[config.mk]
export PLATFORM = sky130hd
export DESIGN_NAME = timer_counter_core
export DESIGN_NICKNAME = d
export VERILOG_FILES = /design/src/rtl/timer_pkg.sv /design/src/rtl/timer_tick_gen.sv /design/src/rtl/timer_counter_core.sv
export SDC_FILE = /design/constraint.sdc
export NUM_CORES = 1
export LEC_CHECK = 0
export CORE_MARGIN = 2
export CORE_UTILIZATION = 41
export DETAILED_ROUTE_END_ITERATION = 10
export MAX_ROUTING_LAYER = met4
export PLACE_DENSITY = 0.78
export SLEW_MARGIN = 20
export SYNTH_ARGS = -nofsm -noshare
export SYNTH_HDL_FRONTEND = slang
export SYNTH_HIERARCHICAL = 1
export SYNTH_SLANG_ARGS = --single-unit
[constraint.sdc]
create_clock -name pclk -period 2.1 [get_ports pclk]
set_input_delay 0.525 -clock pclk [delete_from_list [all_inputs] [get_ports pclk]]
set_output_delay 0.525 -clock pclk [all_outputs]
set_load 0.05 [all_outputs]
[src/rtl/timer_pkg.sv]
// Shared types for the peripheral timer: count modes, tick-source selects and
// one-shot FSM states.
package timer_pkg;

    typedef enum logic [1:0] {
        MODE_FREE    = 2'b00,
        MODE_RELOAD  = 2'b01,
        MODE_ONESHOT = 2'b10
    } mode_e;

    typedef enum logic [1:0] {
        CKS_DIV2 = 2'b00,
        CKS_DIV4 = 2'b01,
        CKS_DIV8 = 2'b10,
        CKS_EXT  = 2'b11
    } cks_e;

    typedef enum logic [1:0] {
        ST_IDLE = 2'b00,
        ST_RUN  = 2'b01,
        ST_DONE = 2'b10
    } state_e;

    // Encoding 11 is an alias of free-run.
    function automatic mode_e decode_mode(input logic [1:0] m);
        return (m == 2'b11) ? MODE_FREE : mode_e'(m);
    endfunction

endpackage

[src/rtl/timer_tick_gen.sv]
// Tick source for the timer: 3-bit prescaler (pclk/2, /4, /8) or a
// synchronised rising edge of the asynchronous clk_in.
module timer_tick_gen
    import timer_pkg::*;
#(
    parameter int SYNC_STAGES = 2
) (
    input  logic       pclk,
    input  logic       preset_n,
    input  logic       en,
    input  logic       load,
    input  logic [1:0] cks,
    input  logic       clk_in,
    output logic       tick
);

    logic [2:0]             pre;
    logic [SYNC_STAGES-1:0] sync;
    logic                   ext_prev;
    logic                   run;
    logic                   hit;
    cks_e                   sel;

    assign run = en & ~load;
    assign sel = cks_e'(cks);

    // NOTE: sequential state uses non-blocking assignments so every flop samples pre-edge values.
    always_ff @(posedge pclk or posedge preset_n) begin
        if (preset_n) begin
            pre      <= 3'd0;
            sync     <= '0;
            ext_prev <= 1'b0;
        end else begin
            pre      <= run ? pre + 3'd1 : 3'd0;
            sync     <= {sync[SYNC_STAGES-2:0], clk_in};
            ext_prev <= sync[SYNC_STAGES-1];
        end
    end

    // NOTE: hit gets a default first so no path through this block infers a latch.
    always_comb begin
        hit = 1'b0;
        case (sel)
            CKS_DIV2: hit = pre[0];
            CKS_DIV4: hit = &pre[1:0];
            CKS_DIV8: hit = &pre;
            CKS_EXT:  hit = sync[SYNC_STAGES-1] & ~ext_prev;
            default:  hit = 1'b0;
        endcase
    end

    assign tick = run & hit;

endmodule

[src/rtl/timer_counter_core.sv]
// Up/down timer counter with free-run, auto-reload and one-shot modes and
// sticky overflow / underflow / compare flags.
module timer_counter_core
    import timer_pkg::*;
#(
    parameter int WIDTH       = 8,
    parameter int SYNC_STAGES = 2
) (
    input  logic             pclk,
    input  logic             preset_n,
    input  logic             load,
    input  logic [WIDTH-1:0] load_val,
    input  logic [WIDTH-1:0] cmp_val,
    input  logic             en,
    input  logic             dir,
    input  logic [1:0]       mode,
    input  logic [1:0]       cks,
    input  logic             clk_in,
    input  logic             ovf_clr,
    input  logic             udf_clr,
    input  logic             cmp_clr,
    output logic [WIDTH-1:0] cnt,
    output logic [WIDTH-1:0] cnt_last,
    output logic             tick,
    output logic             ovf,
    output logic             udf,
    output logic             cmp_match,
    output logic             busy
);

    localparam logic [WIDTH-1:0] ONE = WIDTH'(1);

    logic             tick_raw;
    logic             step;
    logic             one_shot;
    logic             terminal;
    logic             at_top;
    logic             at_zero;
    logic [WIDTH-1:0] step_val;
    mode_e            mode_eff;
    state_e           state;
    state_e           state_nxt;

    timer_tick_gen #(
        .SYNC_STAGES(SYNC_STAGES)
    ) u_tick_gen (
        .pclk     (pclk),
        .preset_n (preset_n),
        .en       (en),
        .load     (load),
        .cks      (cks),
        .clk_in   (clk_in),
        .tick     (tick_raw)
    );

    assign mode_eff = decode_mode(mode);
    assign one_shot = (mode_eff == MODE_ONESHOT);
    assign at_top   = (cnt == '1);
    assign at_zero  = (cnt == '0);
    assign terminal = dir ? at_zero : at_top;

    // A finished one-shot ignores ticks until it is re-armed through IDLE.
    assign step = tick_raw & ~(one_shot & (state == ST_DONE));
    assign tick = step;
    assign busy = (state == ST_RUN);

    always_comb begin
        step_val = dir ? cnt - ONE : cnt + ONE;
        if (terminal) begin
            case (mode_eff)
                MODE_RELOAD:  step_val = load_val;
                MODE_ONESHOT: step_val = cnt;
                default:      ;
            endcase
        end
    end

    always_comb begin
        state_nxt = state;
        if (!one_shot || !en || load) begin
            state_nxt = ST_IDLE;
        end else begin
            case (state)
                ST_IDLE, ST_RUN: state_nxt = (step && terminal) ? ST_DONE : ST_RUN;
                ST_DONE:         state_nxt = ST_DONE;
                default:         state_nxt = ST_IDLE;
            endcase
        end
    end

    always_ff @(posedge pclk or posedge preset_n) begin
        if (preset_n) begin
            state     <= ST_IDLE;
            cnt       <= '0;
            cnt_last  <= '0;
            ovf       <= 1'b0;
            udf       <= 1'b0;
            cmp_match <= 1'b0;
        end else begin
            state    <= state_nxt;
            cnt_last <= cnt;
            if (load) begin
                cnt <= load_val;
            end else if (step) begin
                cnt <= step_val;
            end
            // Set beats clear when both land in the same cycle.
            ovf       <= (step & ~dir & at_top) | (ovf & ~ovf_clr);
            udf       <= (step & dir & at_zero) | (udf & ~udf_clr);
            cmp_match <= (step & ~load & (step_val == cmp_val)) | (cmp_match & ~cmp_clr);
        end
    end

endmodule

# After elaboration in Yosys (flattened, before gate mapping)
# Cells that the tools add are included.
dict set report totals {
  regBits 27
  latchBits 0
  ram_bits 0
  romBits 0
  inputBits 29
  output_inout_bits 21
  n_memories 0
}
dict set report classes {
  n_addsub 3
  multipliers 0
  div 0
  order_cmp 0
  eq_ne 10
  n_shift 0
  mux 12
  n_bitwise 24
  reduce_logical 12
}
# cell n
set op_table {}
lappend op_table {{two-way mux 8 bit} 4}
lappend op_table {{one-hot mux 8 bit (2 select lines)} 1}
lappend op_table {{AND 1 bit} 14}
lappend op_table {{equality test 2 bit (second input constant)} 5}
lappend op_table {{adder 8 x 1 -> 8 bit (second input constant)} 1}
lappend op_table {{equality test 8 bit} 1}
lappend op_table {{equality test 8 bit (second input constant)} 1}
lappend op_table {{zero test 8 bit} 1}
lappend op_table {{subtractor 8 x 1 -> 8 bit (second input constant)} 1}
lappend op_table {{NOT 1 bit} 7}
lappend op_table {{equality test 2 x 1 -> 1 bit (second input constant)} 3}
lappend op_table {{two-way mux 2 bit} 3}
lappend op_table {{zero test 2 bit} 2}
lappend op_table {{one-hot mux 1 bit (4 select lines)} 1}
lappend op_table {{one-hot mux 2 bit (2 select lines)} 1}
lappend op_table {{adder 3 x 1 -> 3 bit (second input constant)} 1}
lappend op_table {{two-way mux 3 bit} 1}
lappend op_table {{OR 1 bit} 3}
lappend op_table {{AND reduction 3 bit} 1}
lappend op_table {{zero test 1 bit} 2}
lappend op_table {{logical OR 1 bit} 2}
lappend op_table {{AND reduction 2 bit} 1}
lappend op_table {{nonzero test 2 bit} 1}
lappend op_table {{OR reduction 2 bit} 1}
lappend op_table {{other kinds (2)} 2}

# Longest topological paths before layout
dict set report depth {
  word_depth 10
  mapped_depth 10
  ltp_nobuf 10
}

# Cells and area by module
# Netlist, hierarchy kept.
# mod n_inst cells_each area_per_inst_um2 seq_area_each_um2
set modules_own_cells {}
lappend modules_own_cells {timer_counter_core 1 165 1519.0 525.5}
lappend modules_own_cells {timer_tick_gen 1 18 246.5 150.1}

# Least setup slack after synthesis
# OpenSTA, ideal clock, no wires.
dict set report synth_timing {
  path_type {register -> register}
  startpoint {register cnt[3]}
  endpoint {register cmp_match}
  setup_ns 0.095
  arrival_time_ns 2.419
  required_time_ns 2.005
  setup_slack_ns -0.414
  stages_incl_launch_ff 8
  n_path_buf 0
  cell_sequence {dfrtp_1 > nand4_1 > or4_4 > a211oi_2 > a21oi_1 > a2111oi_2 > nand4_1 > o32ai_2}
}
dict set report synth_via {
  elab_chain_len 7
  word_cells_on_any_way 11
  cone_classes {2 x add/sub; 2 x eq/ne; 4 x mux; 2 x bitwise; 1 x reduce/logical}
}
# item line_no
set synth_lines {}
lappend synth_lines {{start: declaration} timer_counter_core.sv:22} ;# output logic [WIDTH-1:0] cnt,
lappend synth_lines {{start signal: assignment} timer_counter_core.sv:103} ;# cnt <= load_val;
lappend synth_lines {{start signal: assignment} timer_counter_core.sv:105} ;# cnt <= step_val;
lappend synth_lines {{adder 8 x 1 -> 8 bit / subtractor 8 x 1 -> 8 bit (equally long branches)} timer_counter_core.sv:68} ;# step_val = dir ? cnt - ONE : cnt + ONE;
lappend synth_lines {{two-way mux 8 bit} timer_counter_core.sv:68}
lappend synth_lines {{one-hot mux 8 bit (2 select lines)} timer_counter_core.sv:70} ;# case (mode_eff)
lappend synth_lines {{two-way mux 8 bit (*)} timer_counter_core.sv:69} ;# if (terminal) begin
lappend synth_lines {{equality test 8 bit (*)} timer_counter_core.sv:110} ;# cmp_match <= (step & ~load & (step_val == cmp_val)) | (cmp_match & ~cmp_clr);
lappend synth_lines {{AND 1 bit (*)} timer_counter_core.sv:110}
lappend synth_lines {{OR 1 bit (*)} timer_counter_core.sv:110}
lappend synth_lines {{end signal: assignment} timer_counter_core.sv:110}
lappend synth_lines {{end: declaration} timer_counter_core.sv:27} ;# output logic cmp_match,
# Every way passes the cells marked *; elsewhere a longest branch is shown, timed or not.
# A chain may end at the register's enable or synchronous reset.

# Final worst setup path
dict set report layout_timing {
  startpoint {register u_tick_gen.pre[1]}
  endpoint {output port tick}
}
dict set report layout_via {
  elab_chain_len 4
  word_cells_on_any_way 5
  cone_classes {1 x mux; 2 x bitwise; 2 x reduce/logical}
}
# item line_no
set layout_lines {}
lappend layout_lines {{start: declaration} timer_tick_gen.sv:17} ;# logic [2:0] pre;
lappend layout_lines {{start signal: assignment} timer_tick_gen.sv:34} ;# pre <= run ? pre + 3'd1 : 3'd0;
lappend layout_lines {{AND reduction 3 bit / AND reduction 2 bit (equally long branches)} {timer_tick_gen.sv:46, timer_tick_gen.sv:45}}
lappend layout_lines {{one-hot mux 1 bit (4 select lines) (*)} timer_tick_gen.sv:43} ;# case (sel)
lappend layout_lines {{AND 1 bit (*)} timer_tick_gen.sv:52} ;# assign tick = run & hit;
lappend layout_lines {{net tick_raw} timer_counter_core.sv:33} ;# logic tick_raw;
lappend layout_lines {{AND 1 bit (*)} timer_counter_core.sv:63} ;# assign step = tick_raw & ~(one_shot & (state == ST_DONE));
lappend layout_lines {{end: declaration} timer_counter_core.sv:24} ;# output logic tick,
# The timed path passes the listed nets; every way through them passes the cells marked *.

==> results.md <==
* First-pass GRT wire length at 9170 µm
* DRC at 0
* Clock edge transition at the registers on the reported setup and hold paths at 0.09 ns
* H-tree levels at 1
* Slowest-stage cell, CP: mux4_2
* Sequential area share after synthesis at 38.27%
* Fin worst setup slack at -0.4415 ns
* Unique masters post-synth at 46
* # rows at 23
* Clock Path Buffers at 2
* Width of the chip at 69.62 µm
* Nets at 331
* Ant diodes at 0
* Outcome: complete, but fails checks
* Placer's final routability congestion estimate at 0.8922
* Worst Skew at 0.006767 ns
* Met2 Resource Use GR at 43.48%
* Placed cells at 330
* Hold WS at 0.3557 ns
* Cts hold-fix bufs at 0
* Port Buf Inserts at 49
* Final core utilization at 74.25%
* Hold WC Path Type: reg2reg
* Vias in the first global route at 1,967
* Initial antenna violation count at 0
* Top_reg_cell synth: dfrtp_1
* Initial Utilization at 43.20%
* Crit path max-delay family: multiplexers
* Endpoints failing setup at 5
* Slew Limit Headroom at 66.67%
* Share of cells above drive strength 1 at 43.10%
* Min Tclk post-route at 2.542 ns
* Max Fclk at 393.5 MHz
* CTS root buffer: clkbuf_8
* Flops & latches, synth at 27
* Largest net degree at the start of global routing at 19
* Synthesized area per cell at 9.647 µm²
* Post-synth EDFFs at 0
* Failing checks: setup timing
* Final period util at 121.0%
* Dominant cell type by area after synthesis: dfrtp_1
* Grt ovf at 0
* # fillers at 291
* Buffers & Inverters on Critical Path at 3
* Gr busiest metal: met2
* Power Total at 1.674 mW
* Syn Inst Count at 183
* Setup TNS at -0.9324 ns
* WL/cell at 16.56 µm
* Iteration-0 DRC Markers at 101
* Die Area at 4847 µm²
* Io pins at 50
* CP endpoint kind: output pin
* Crit-path max FO at 3
* Gr usage total at 24.47%
* Async S/R FF share, synth at 100.0%
* Synth Cell Area at 1765 µm²
* Vias at 1,867
* Area grow syn2layout at 71.86%
* Worst skew pair latency at 0.28 ns
* Maximum vdd drop at 0.2911 mV
* Global Route met1 Usage at 28.05%
* CTS buffer count at 3
* Synth Warn # at 6
* Kind of critical path: reg2out
* DR pass1 iterations at 4
* Area contributors post-synth: dfrtp_1 38%, ha_1 7.1%, xnor2_1 4.5%, mux2i_1 4.0%, a211oi_1 3.8%
* CTS sink count at 27
* Die height at 69.62 µm
* Post-detail-place hpwl at 4130 µm
* Syn Nets at 223
* Critical path required time at 1.57 ns
* Detailed Route WL at 5629 µm
* Share of the synthesized area in the top cell type at 38.27%
* Slowest stage delay, CP at 0.46 ns
* Worst EP arrival at 2.02 ns
* RSZ-0062 raised after global routing: yes
* Max cap viols at 0
* Leakage power at 1.287 nW
* Detail Route Antenna Nets at 0
* Area taken by multi-input logic gates at 1222 µm²
* Core ar. at 4086 µm²
* Total area of sequential cells at 686.9 µm²
* GR Util met3 at 2.471%
* PD cells at 551.7 nW/µm²
* Crit-path cells: ha_2 > ha_4 > mux4_2 > nor2b_4 > o21ai_4 > inv_4 > buf_6 > buf_12
* DR vias/cell at 5.491
* Worst-margin pin slew at 0.4985 ns
* CTS tree: done
* Final hold violation count at 0
* Slew Limit Fails at 0
* Startpoint class of the critical path: register
* Layout Cells excl Fill at 340
==> metrics by stage <==
step | area [µm²] | worst slack (ns)
2_1_floorplan | 1834 | -0.3340
3_3_place_gp | 2753 | -0.9830
3_5_place_dp | 2753 | -1.062
4_1_cts | 2962 | -0.4969
5_1_grt | 3034 | -0.4849
6_report | 3034 | -0.4415
==> worst reg2reg max path: stages (launching register included) <==
cell	delay [ns]
dfrtp_1	0.56
nand3b_1	0.17
or4_4	0.49
buf_6	0.15
a21oi_1	0.14
a211oi_1	0.11
a2111oi_2	0.21
nand4_1	0.17
o32ai_2	0.27
==> timing repair <==
action / 4_1_cts / 5_1_grt
buffers inserted: 4 / 4
resized for setup: 43 / 13
pin swaps: 26 / 20
hold endpoints to repair: 0 / 0
setup endpoints to repair: 10 / 10
gates cloned: 0 / 0
==> area by class of cell <==
cell class	count	area share (%)
multi-input cells	138	40.29
repair buffers	108	31.38
flip-flops and latches	27	22.64
inverters	13	2.103
well taps	50	2.062
clock buffers	3	1.361
clock inverters	1	0.1649
==> final timing paths <==
path                                          from            endpoint  slack (ns)  cells past startpoint
worst max-delay path             u_tick_gen/pre[1]                tick       -0.44                      8
worst min-delay path            u_tick_gen/sync[0]  u_tick_gen/sync[1]        0.36                      0
worst max register to register              cnt[6]           cmp_match       -0.24                      8
worst min register to register  u_tick_gen/sync[0]  u_tick_gen/sync[1]        0.36                      0
max in group asynchronous                 preset_n              cnt[3]        1.01                      3
min in group asynchronous                 preset_n  u_tick_gen/sync[0]        0.49                      2
==> routing by layer <==
layer  part of all wire [%]  vias up
met5                      0        -
met4                    2.5        0
met3                    3.8       16
met2                     53       66
met1                     41      907
li1                       -      878
==> layout by cell type (no fill, tap or decap), drive strengths merged, types with 5 or more instances in the layout <==
master,n
a211oi,10
a21oi,9
a22oi,7
buf,72
clkdlybuf4s50,35
dfrtp,27
ha,10
inv,13
mux2i,7
nand2,16
nand3,5
nor2,7
nor2b,6
o21ai,10
xnor2,9
==> sequential cells by signal (all words and copies together) (netlist names) <==
signal,flops
u_tick_gen/pre,3
u_tick_gen/sync,2
cnt_last,8
state,2
udf,1
ovf,1
u_tick_gen/ext_prev,1
cnt,8
cmp_match,1
==> where the power goes <==
group / internal, mW / total (mW) / leakage (nW) / switching, mW
registers: 0.558 / 0.595 / 0.330 / 0.0370
logic: 0.383 / 0.778 / 0.931 / 0.395
clock network: 0.133 / 0.301 / 0.0255 / 0.168
==> kinds of logic (layout without fill, tap and decap cells) <==
| family | after synthesis | after routing | share of synthesized area (%) |
|---|---|---|---|
| AND/OR/NAND/NOR | 54 | 54 | 17.22 |
| AO/OA/AOI/OAI | 52 | 52 | 20.69 |
| flip-flops | 27 | 27 | 38.27 |
| buffers and inverters | 18 | 125 | 3.897 |
| XOR/XNOR | 13 | 13 | 6.449 |
| adder cells (fa/ha/maj) | 11 | 11 | 8.221 |
| multiplexers | 8 | 8 | 5.245 |
==> Yosys cell counts (2+ instances only) <==
library cell and n:
dfrtp_1 27, nand2_1 16, inv_1 12, ha_1 10
a211oi_1 9, a21oi_1 9, xnor2_1 9, o21ai_1 8
a22oi_1 7, mux2i_1 7, nor2_1 6, nand3_1 5
nor2b_1 5, clkbuf_1 4, nand2b_1 4, nor3_1 4
xor2_1 4, o211ai_1 3, o22ai_1 3, nand3b_1 2
nand4_1 2, o21a_1 2, o21ai_0 2
No activity file was read; power rests on OpenSTA's default activity.
